## config.mk

```make
export PLATFORM = sky130hd
export DESIGN_NAME = action_input_ctrl
export DESIGN_NICKNAME = d
export VERILOG_FILES = /design/src/rtl/game_pkg.sv /design/src/rtl/button_debounce.sv /design/src/rtl/action_input_ctrl.sv
export SDC_FILE = /design/constraint.sdc
export NUM_CORES = 1
export LEC_CHECK = 0
export BUFFER_PORTS_ARGS = -buffer_cell sky130_fd_sc_hd__buf_4
export CAP_MARGIN = 20
export CORE_MARGIN = 1.5
export CORE_UTILIZATION = 45
export DETAILED_ROUTE_END_ITERATION = 7
export GPL_ROUTABILITY_DRIVEN = 1
export PLACE_DENSITY = 0.58
export SLEW_MARGIN = 20
export SYNTH_ARGS = -nofsm -noshare
export SYNTH_HDL_FRONTEND = slang
export SYNTH_HIERARCHICAL = 1
export SYNTH_SLANG_ARGS = --single-unit
```

## constraint.sdc

```tcl
create_clock -name clock -period 2.95 [get_ports clock]
set_input_delay 0.295 -clock clock [delete_from_list [all_inputs] [get_ports clock]]
set_output_delay 0.295 -clock clock [all_outputs]
set_load 0.005 [all_outputs]
```

## src/rtl/game_pkg.sv

```systemverilog
// Shared definitions between the input front-end and the game logic:
// one-hot action codes, raw button bit positions and the press-to-action priority.
package game_pkg;

  typedef logic [5:0] action_t;

  localparam action_t ACT_WAIT  = 6'b100000;
  localparam action_t ACT_LEFT  = 6'b010000;
  localparam action_t ACT_RIGHT = 6'b001000;
  localparam action_t ACT_JUMP  = 6'b000100;
  localparam action_t ACT_PUNCH = 6'b000010;
  localparam action_t ACT_KICK  = 6'b000001;

  localparam logic [2:0] BTN_LEFT  = 3'd4;
  localparam logic [2:0] BTN_RIGHT = 3'd3;
  localparam logic [2:0] BTN_JUMP  = 3'd2;
  localparam logic [2:0] BTN_PUNCH = 3'd1;
  localparam logic [2:0] BTN_KICK  = 3'd0;

  // Simultaneous presses resolve as Punch > Kick > Jump > Left > Right.
  function automatic action_t press_to_action(input logic [4:0] press);
    action_t act;
    if (press[BTN_PUNCH])      act = ACT_PUNCH;
    else if (press[BTN_KICK])  act = ACT_KICK;
    else if (press[BTN_JUMP])  act = ACT_JUMP;
    else if (press[BTN_LEFT])  act = ACT_LEFT;
    else if (press[BTN_RIGHT]) act = ACT_RIGHT;
    else                       act = ACT_WAIT;
    return act;
  endfunction

endpackage

```

## src/rtl/button_debounce.sv

```systemverilog
// One raw button: 2-flop synchroniser, saturating stability counter and
// rising-edge detect on the debounced level.
module button_debounce #(
  parameter int DEBOUNCE_CYCLES = 16
) (
  input  logic clock,
  input  logic reset,
  input  logic btn,
  output logic press
);

  localparam int CW = $clog2(DEBOUNCE_CYCLES + 1);
  localparam logic [CW-1:0] CNT_LAST = CW'(DEBOUNCE_CYCLES - 1);
  localparam logic [CW-1:0] CNT_ONE  = CW'(1);

  logic          sync1_r;
  logic          sync2_r;
  logic          level_r;
  logic          level_d_r;
  logic [CW-1:0] cnt_r;

  // Synchronise, then toggle the level only after DEBOUNCE_CYCLES differing samples in a row.
  always_ff @(posedge clock) begin
    if (!reset) begin
      sync1_r   <= 1'b0;
      sync2_r   <= 1'b0;
      level_r   <= 1'b0;
      level_d_r <= 1'b0;
      cnt_r     <= '0;
    end else begin
      sync1_r   <= btn;
      sync2_r   <= sync1_r;
      level_d_r <= level_r;
      if (sync2_r == level_r) begin
        cnt_r <= '0;
      end else if (cnt_r == CNT_LAST) begin
        level_r <= ~level_r;
        cnt_r   <= '0;
      end else begin
        cnt_r <= cnt_r + CNT_ONE;
      end
    end
  end

  assign press = level_r & ~level_d_r;

endmodule

```

## src/rtl/action_input_ctrl.sv

```systemverilog
// Per-player first-press latch and turn sequencer: emits one registered
// one-hot action per player together with a single-cycle turn strobe.
module action_input_ctrl
  import game_pkg::*;
#(
  parameter int DEBOUNCE_CYCLES = 16,
  parameter int TURN_CYCLES     = 64
) (
  input  logic       clock,
  input  logic       reset,
  input  logic [4:0] btn1,
  input  logic [4:0] btn2,
  input  logic       hold,
  output logic [5:0] player1,
  output logic [5:0] player2,
  output logic       turn_strobe,
  output logic [7:0] turn_count
);

  localparam int TW = $clog2(TURN_CYCLES);
  localparam logic [TW-1:0] TURN_LAST = TW'(TURN_CYCLES - 1);
  localparam logic [TW-1:0] TICK_ONE  = TW'(1);

  logic [4:0]    press1_s;
  logic [4:0]    press2_s;
  logic [TW-1:0] tick_r;
  logic          boundary_s;
  logic          pend1_valid_r, pend2_valid_r;
  action_t       pend1_r, pend2_r;
  logic          pend1_valid_s, pend2_valid_s;
  action_t       pend1_s, pend2_s;

  for (genvar i = 0; i < 5; i++) begin : g_btn
    button_debounce #(.DEBOUNCE_CYCLES(DEBOUNCE_CYCLES)) u_db1 (
      .clock(clock), .reset(reset), .btn(btn1[i]), .press(press1_s[i])
    );
    button_debounce #(.DEBOUNCE_CYCLES(DEBOUNCE_CYCLES)) u_db2 (
      .clock(clock), .reset(reset), .btn(btn2[i]), .press(press2_s[i])
    );
  end

  // A press on the boundary cycle reloads the just-cleared latch, so it belongs to the next turn.
  always_comb begin
    boundary_s    = (tick_r == TURN_LAST);
    pend1_valid_s = pend1_valid_r;
    pend1_s       = pend1_r;
    pend2_valid_s = pend2_valid_r;
    pend2_s       = pend2_r;
    if (hold) begin
      pend1_valid_s = 1'b0;
      pend1_s       = ACT_WAIT;
      pend2_valid_s = 1'b0;
      pend2_s       = ACT_WAIT;
    end else begin
      if (boundary_s || !pend1_valid_r) begin
        pend1_valid_s = |press1_s;
        pend1_s       = press_to_action(press1_s);
      end else begin
        pend1_valid_s = pend1_valid_r;
      end
      if (boundary_s || !pend2_valid_r) begin
        pend2_valid_s = |press2_s;
        pend2_s       = press_to_action(press2_s);
      end else begin
        pend2_valid_s = pend2_valid_r;
      end
    end
  end

  // Turn counter, pending latches and the registered action outputs.
  always_ff @(posedge clock) begin
    if (!reset) begin
      tick_r        <= '0;
      pend1_valid_r <= 1'b0;
      pend2_valid_r <= 1'b0;
      pend1_r       <= ACT_WAIT;
      pend2_r       <= ACT_WAIT;
      player1       <= ACT_WAIT;
      player2       <= ACT_WAIT;
      turn_strobe   <= 1'b0;
      turn_count    <= 8'd0;
    end else begin
      pend1_valid_r <= pend1_valid_s;
      pend2_valid_r <= pend2_valid_s;
      pend1_r       <= pend1_s;
      pend2_r       <= pend2_s;
      if (hold) begin
        tick_r      <= '0;
        turn_strobe <= 1'b0;
        player1     <= ACT_WAIT;
        player2     <= ACT_WAIT;
      end else if (boundary_s) begin
        tick_r      <= '0;
        turn_strobe <= 1'b1;
        player1     <= pend1_valid_r ? pend1_r : ACT_WAIT;
        player2     <= pend2_valid_r ? pend2_r : ACT_WAIT;
        turn_count  <= turn_count + 8'd1;
      end else begin
        tick_r      <= tick_r + TICK_ONE;
        turn_strobe <= 1'b0;
      end
    end
  end

endmodule

```

Yosys cells after proc, flatten, opt, wreduce, memory -nomap -nowiden
Index checks and enable logic that the tools add are counted.
{ "word_totals": {"reg_bits": 131, "latchBits": 0, "ramBits": 0, "romBits": 0, "in_bits": 13, "out_inout_bits": 21, "word_cells": 176, "memories": 0} }
{ "op_classes": {"add_sub_neg": 12, "n_mul": 0, "div": 0, "order_cmp": 0, "eq_ne": 21, "shifts": 0, "n_mux": 13, "n_bitwise": 42, "reduce_logical": 29} }
{ "op_table": {"columns": ["op", "count"], "rows": [
  ["$mux W6", 12],
  ["$add A5 B1 Y5 const B", 10],
  ["$eq A5 B4 Y1 const B", 10],
  ["$reduce_or A3 Y1", 11],
  ["$not A1 Y1", 32],
  ["$reduce_and A2 Y1", 11],
  ["$and A1 B1 Y1", 10],
  ["$eq A1 B1 Y1", 10],
  ["$reduce_or A5 Y1", 2],
  ["$add A8 B1 Y8 const B", 1],
  ["$add A6 B1 Y6 const B", 1],
  ["$eq A6 B6 Y1 const B", 1],
  ["$logic_not A1 Y1", 2],
  ["$logic_or A1 B1 Y1", 2],
  ["$reduce_or A2 Y1", 1],
  ["$mux W1", 1]
]} }

Longest topological paths before layout
{ "depth": {"ltp_word": 7, "depth_mapped": 6, "depth_no_buf": 5} }

By module
The synthesis kept the hierarchy.
{ "modules_own_cells": {"columns": ["module", "n_inst", "cells_per_inst", "area_per_inst_um2"], "rows": [
  ["button_debounce", 10, 30, 322.8],
  ["action_input_ctrl", 1, 195, 1775.5]
]} }

Least setup slack after synthesis
No wires, ideal clock.
{ "synth_path": {"path_type": "reg-to-reg", "start": "register tick_r[0]", "end": "register pend1_r[0]", "setup_ns": 0.072, "arrival_ns": 1.317, "path_slack_ns": 1.562, "path_stages_with_launch": 6, "n_path_buf": 1, "synth_period_minus_slack_ns": 1.388, "path_cell_list": "dfxtp_1 ha_1 and3_1 buf_4 a21oi_4 mux2i_1"} }
{ "synth_between": {"elab_chain_len": 2} }
{ "synth_lines": {"columns": ["element", "line", "source"], "rows": [
  ["from (decl)", "action_input_ctrl.sv:26", "logic [TW-1:0] tick_r;"],
  ["from (signal assigned)", "action_input_ctrl.sv:99", "tick_r <= tick_r + TICK_ONE;"],
  ["$eq A6 B6 Y1", "action_input_ctrl.sv:44", "boundary_s = (tick_r == TURN_LAST);"],
  ["$logic_or A1 B1 Y1", "action_input_ctrl.sv:55", "if (boundary_s || !pend1_valid_r) begin"],
  ["to (signal assigned)", "action_input_ctrl.sv:85", "pend1_r <= pend1_s;"],
  ["to (decl)", "action_input_ctrl.sv:29", "action_t pend1_r, pend2_r;"]
]} }
Every way passes these cells.
A chain may end at the register's enable or synchronous reset.

Worst setup path in the final report
{ "layout_path": {"start": "register tick_r[0]", "end": "register pend2_valid_r"} }
{ "layout_between": {"elab_chain_len": 2} }
{ "layout_lines": {"columns": ["element", "line", "source"], "rows": [
  ["$eq A6 B6 Y1", "action_input_ctrl.sv:44", null],
  ["$logic_or A1 B1 Y1", "action_input_ctrl.sv:61", "if (boundary_s || !pend2_valid_r) begin"],
  ["to (signal assigned)", "action_input_ctrl.sv:84", "pend2_valid_r <= pend2_valid_s;"],
  ["to (decl)", "action_input_ctrl.sv:28", "logic pend1_valid_r, pend2_valid_r;"]
]} }
Every way passes these cells.

==> impl_metrics.csv <==
group,metric,value,unit
timing,report.final.slew_viol_count,0,
clocking,post-cts-setup-buffers,0,
worst_setup_path,cp.arrival,2150,ps
floorplan,rows,38,
route,viasPerCell,4.847,
synthesis,ys_async_sr_fraction,0,%
worst_setup_path,reg2reg_to,"pend2_valid_r",
synthesis,synthTopCellsByArea,"dfxtp_1, ha_1, mux2i_1, nor2_1, xor2_1",
timing,fin_tns_setup,0,ps
floorplan,die_width,108.4,µm
synthesis,synth-seq-area-share,52.41,%
min_path,hold_path_class,"in -> reg",
synthesis,ys_warn_count,6,
min_path,min_path_cells,3,
synthesis,synth_xor_area_share,5.776,%
synthesis,synth_top_family_by_area,"simple AND/OR/NAND/NOR gates",
power,power-per-cell-area,622.0,nW/µm²
worst_setup_path,worstPathCellList,"ha_1 -> and3_1 -> a21oi_4 -> o21a_1",
route,via_count,3388,
floorplan,dieArea,11760,µm²
clocking,cts-root-buf,"clkbuf_8",
power,leakage,0.002321,µW
global_routing,antenna_found_initial,0,
synthesis,synth_fa_ha_area_share,5.501,%
synthesis,yosysUniqueCellTypes,34,
floorplan,start_util,46.16,%
clocking,clk_path_buf_depth,2,
timing,finalHoldViolCount,0,
run,drv_cap,0,
power,ir_drop,0.0003861,V
clocking,htreeDepth,4,
floorplan,core,10840,µm²
placement,routabilityCongestion,0.7134,
global_routing,grt_max_degree,38,
timing,hold_slack,95.30,ps
timing,fmax,574.7,MHz
finish,antenna_cells,0,
route,first_iter_violations,136,
timing,worst_pin_slew,656.1,ps
synthesis,ys.flop_type,"dfxtp_1",
worst_setup_path,cp_max_fo,16,
clocking,insertion_delay,510,ps
global_routing,track_usage,15.77,%
finish,fin_nets,581,
synthesis,ys_ff_latch,131,
min_path,holdPathEnd,"turn_count[1]",
timing,skew,3.309,ps
synthesis,synth_compound_area_share,5.351,%
route,wirelength,8068,µm
clocking,cts_num_sinks,131,
synthesis,syn-num-nets,530,
route,drc,0,
global_routing,grt_pass1_wl,14410,µm
clocking,hold_buffers,10,
worst_setup_path,slowest_delay,610,ps
synthesis,syn_inst,495,
synthesis,synthSimpleGateAreaFrac,23.23,%
floorplan,fp.dieH,108.4,µm
worst_setup_path,criticalPathCategory,"reg -> reg",
timing,min_period,1740,ps
finish,drive_gt1_share,14.85,%
worst_setup_path,cp_num_buf_inv,0,
floorplan,ios,34,
route,dr.pass1.iters,4,
synthesis,synth_most_common_cell,"dfxtp_1",
clocking,tritoncts,"done",
worst_setup_path,cp_slowest_cell,"and3_1",
worst_setup_path,cp_top_family,"simple AND/OR/NAND/NOR gates",
worst_setup_path,rrSetupSlack,1210,ps
synthesis,syn_area_per_cell,10.11,µm²
timing,fin_crit_sh,58.98,%
timing,setup_viol,0,
worst_setup_path,required,3360,ps
route,avgRoutedWirePerCell,11.54,µm
timing,rsz0062_at_grt,"no",
placement,portBuffers,33,
global_routing,grt_pass1_vias,3169,
synthesis,synth_commonest_cells,"dfxtp_1, nor2_1, inv_1",
global_routing,grt_overflow,0,
worst_setup_path,r2r_cells,4,
clocking,post_cts_resized,0,
timing,max_slew_margin,56.26,%
worst_setup_path,crit_path_end_kind,"register",
synthesis,netlist.area_leader.share,52.41,%
clocking,cts_buffers,17,
synthesis,muxShareOfSynthArea,4.601,%
route,ant_nets,0,
synthesis,synth_top_area_cell,"dfxtp_1",
worst_setup_path,cp-start-kind,"register",
clocking,clk_pin_slew_worst_paths,50,ps
finish,area_growth_syn_to_layout,20.05,%
worst_setup_path,r2r-start,"tick_r[0]",
placement,dp_hpwl,5433,µm
worst_setup_path,critPathLaunch,"tick_r[0]",
synthesis,synth_edf_count,0,
status,status,"finished clean",
min_path,hold_path.startpoint,"hold",
synthesis,syn-cell-area,5004,µm²
## cell type report
class / count / area, µm²
fillers: 985 / 4833
flip-flops and latches: 131 / 2623
multi-input cells: 327 / 2225
clock buffers: 27 / 481.7
repair buffers: 45 / 362.8
well taps: 140 / 175.2
inverters: 24 / 90.09
clock inverters: 5 / 50.05
## per-stage QoR
step	cells	utilization (%)	worst slack, ps	power (µW)	instance area (µm²)
2_1_floorplan	495	-	1562	1870	5004
3_3_place_gp	657	49.58	1229	1901	5375
3_5_place_dp	657	49.58	1219	1904	5375
4_1_cts	699	55.41	1209	3798	6007
5_1_grt	699	55.41	1118	3880	6007
6_report	699	55.41	1210	3736	6007
## layout by cell type (no fill, tap or decap), types with 16 or more instances in the layout
master,synthesis,layout
dfxtp_1,131,131
nor2_1,55,55
buf_4,3,35
inv_1,24,24
mux2i_1,23,23
ha_1,22,22
and2_1,21,21
xor2_1,21,21
nor2b_1,21,21
nand3_1,19,19
nand2_1,18,18
a21oi_1,17,17
clkbuf_16,0,16
## state kept, by name, indices dropped and copies added, names as in the netlist
name                   count
pend2_valid_r              1
g_btn.u_db2/sync2_r        5
pend2_r                    6
turn_strobe                1
g_btn.u_db2/level_d_r      5
g_btn.u_db1/cnt_r         25
g_btn.u_db1/level_d_r      5
pend1_valid_r              1
player2                    6
g_btn.u_db2/sync1_r        5
pend1_r                    6
g_btn.u_db2/level_r        5
g_btn.u_db1/level_r        5
g_btn.u_db2/cnt_r         25
g_btn.u_db1/sync2_r        5
player1                    6
g_btn.u_db1/sync1_r        5
tick_r                     6
turn_count                 8
## worst reg2reg max path, stage by stage, from the launching register on
cell and delay (ps):
dfxtp_1 350, ha_1 260, and3_1 610, a21oi_4 200, o21a_1 220
## power breakdown
part	leakage [µW]	internal, µW	total (µW)	switching [µW]
Combinational	0.000997	37.9	76.5	38.6
Clock	0.000264	1180	1860	684
Sequential	0.00106	1790	1800	8.78
Total	0.00232	3010	3740	731
## worst max path at each step
stage                     to  depth (start not counted)  slack [ps]
2_1_floorplan     pend1_r[0]                          5        1560
3_3_place_gp   pend2_valid_r                          4        1230
3_5_place_dp   pend1_valid_r                          4        1220
4_1_cts        pend2_valid_r                          4        1210
5_1_grt           player2[3]                          4        1120
6_report       pend2_valid_r                          4        1210
## per-layer routing
layer  up-vias  global-route usage, %  part of all wire [%]
li1       1770                      -                     -
met1      1545                  19.67                    49
met2        59                  24.80                    45
met3        14                  4.400                   3.8
met4         0                  8.177                   2.2
met5         -                      0                     0
## cells by family (layout without fill, tap and decap cells)
family,Yosys count,after routing
flip-flops,131,131
XOR/XNOR,33,33
buffers and inverters,37,101
AO/OA/AOI/OAI,44,44
multiplexers,23,23
AND/OR/NAND/NOR,205,205
adder cells (fa/ha/maj),22,22
(Power assumes the default switching activity.)
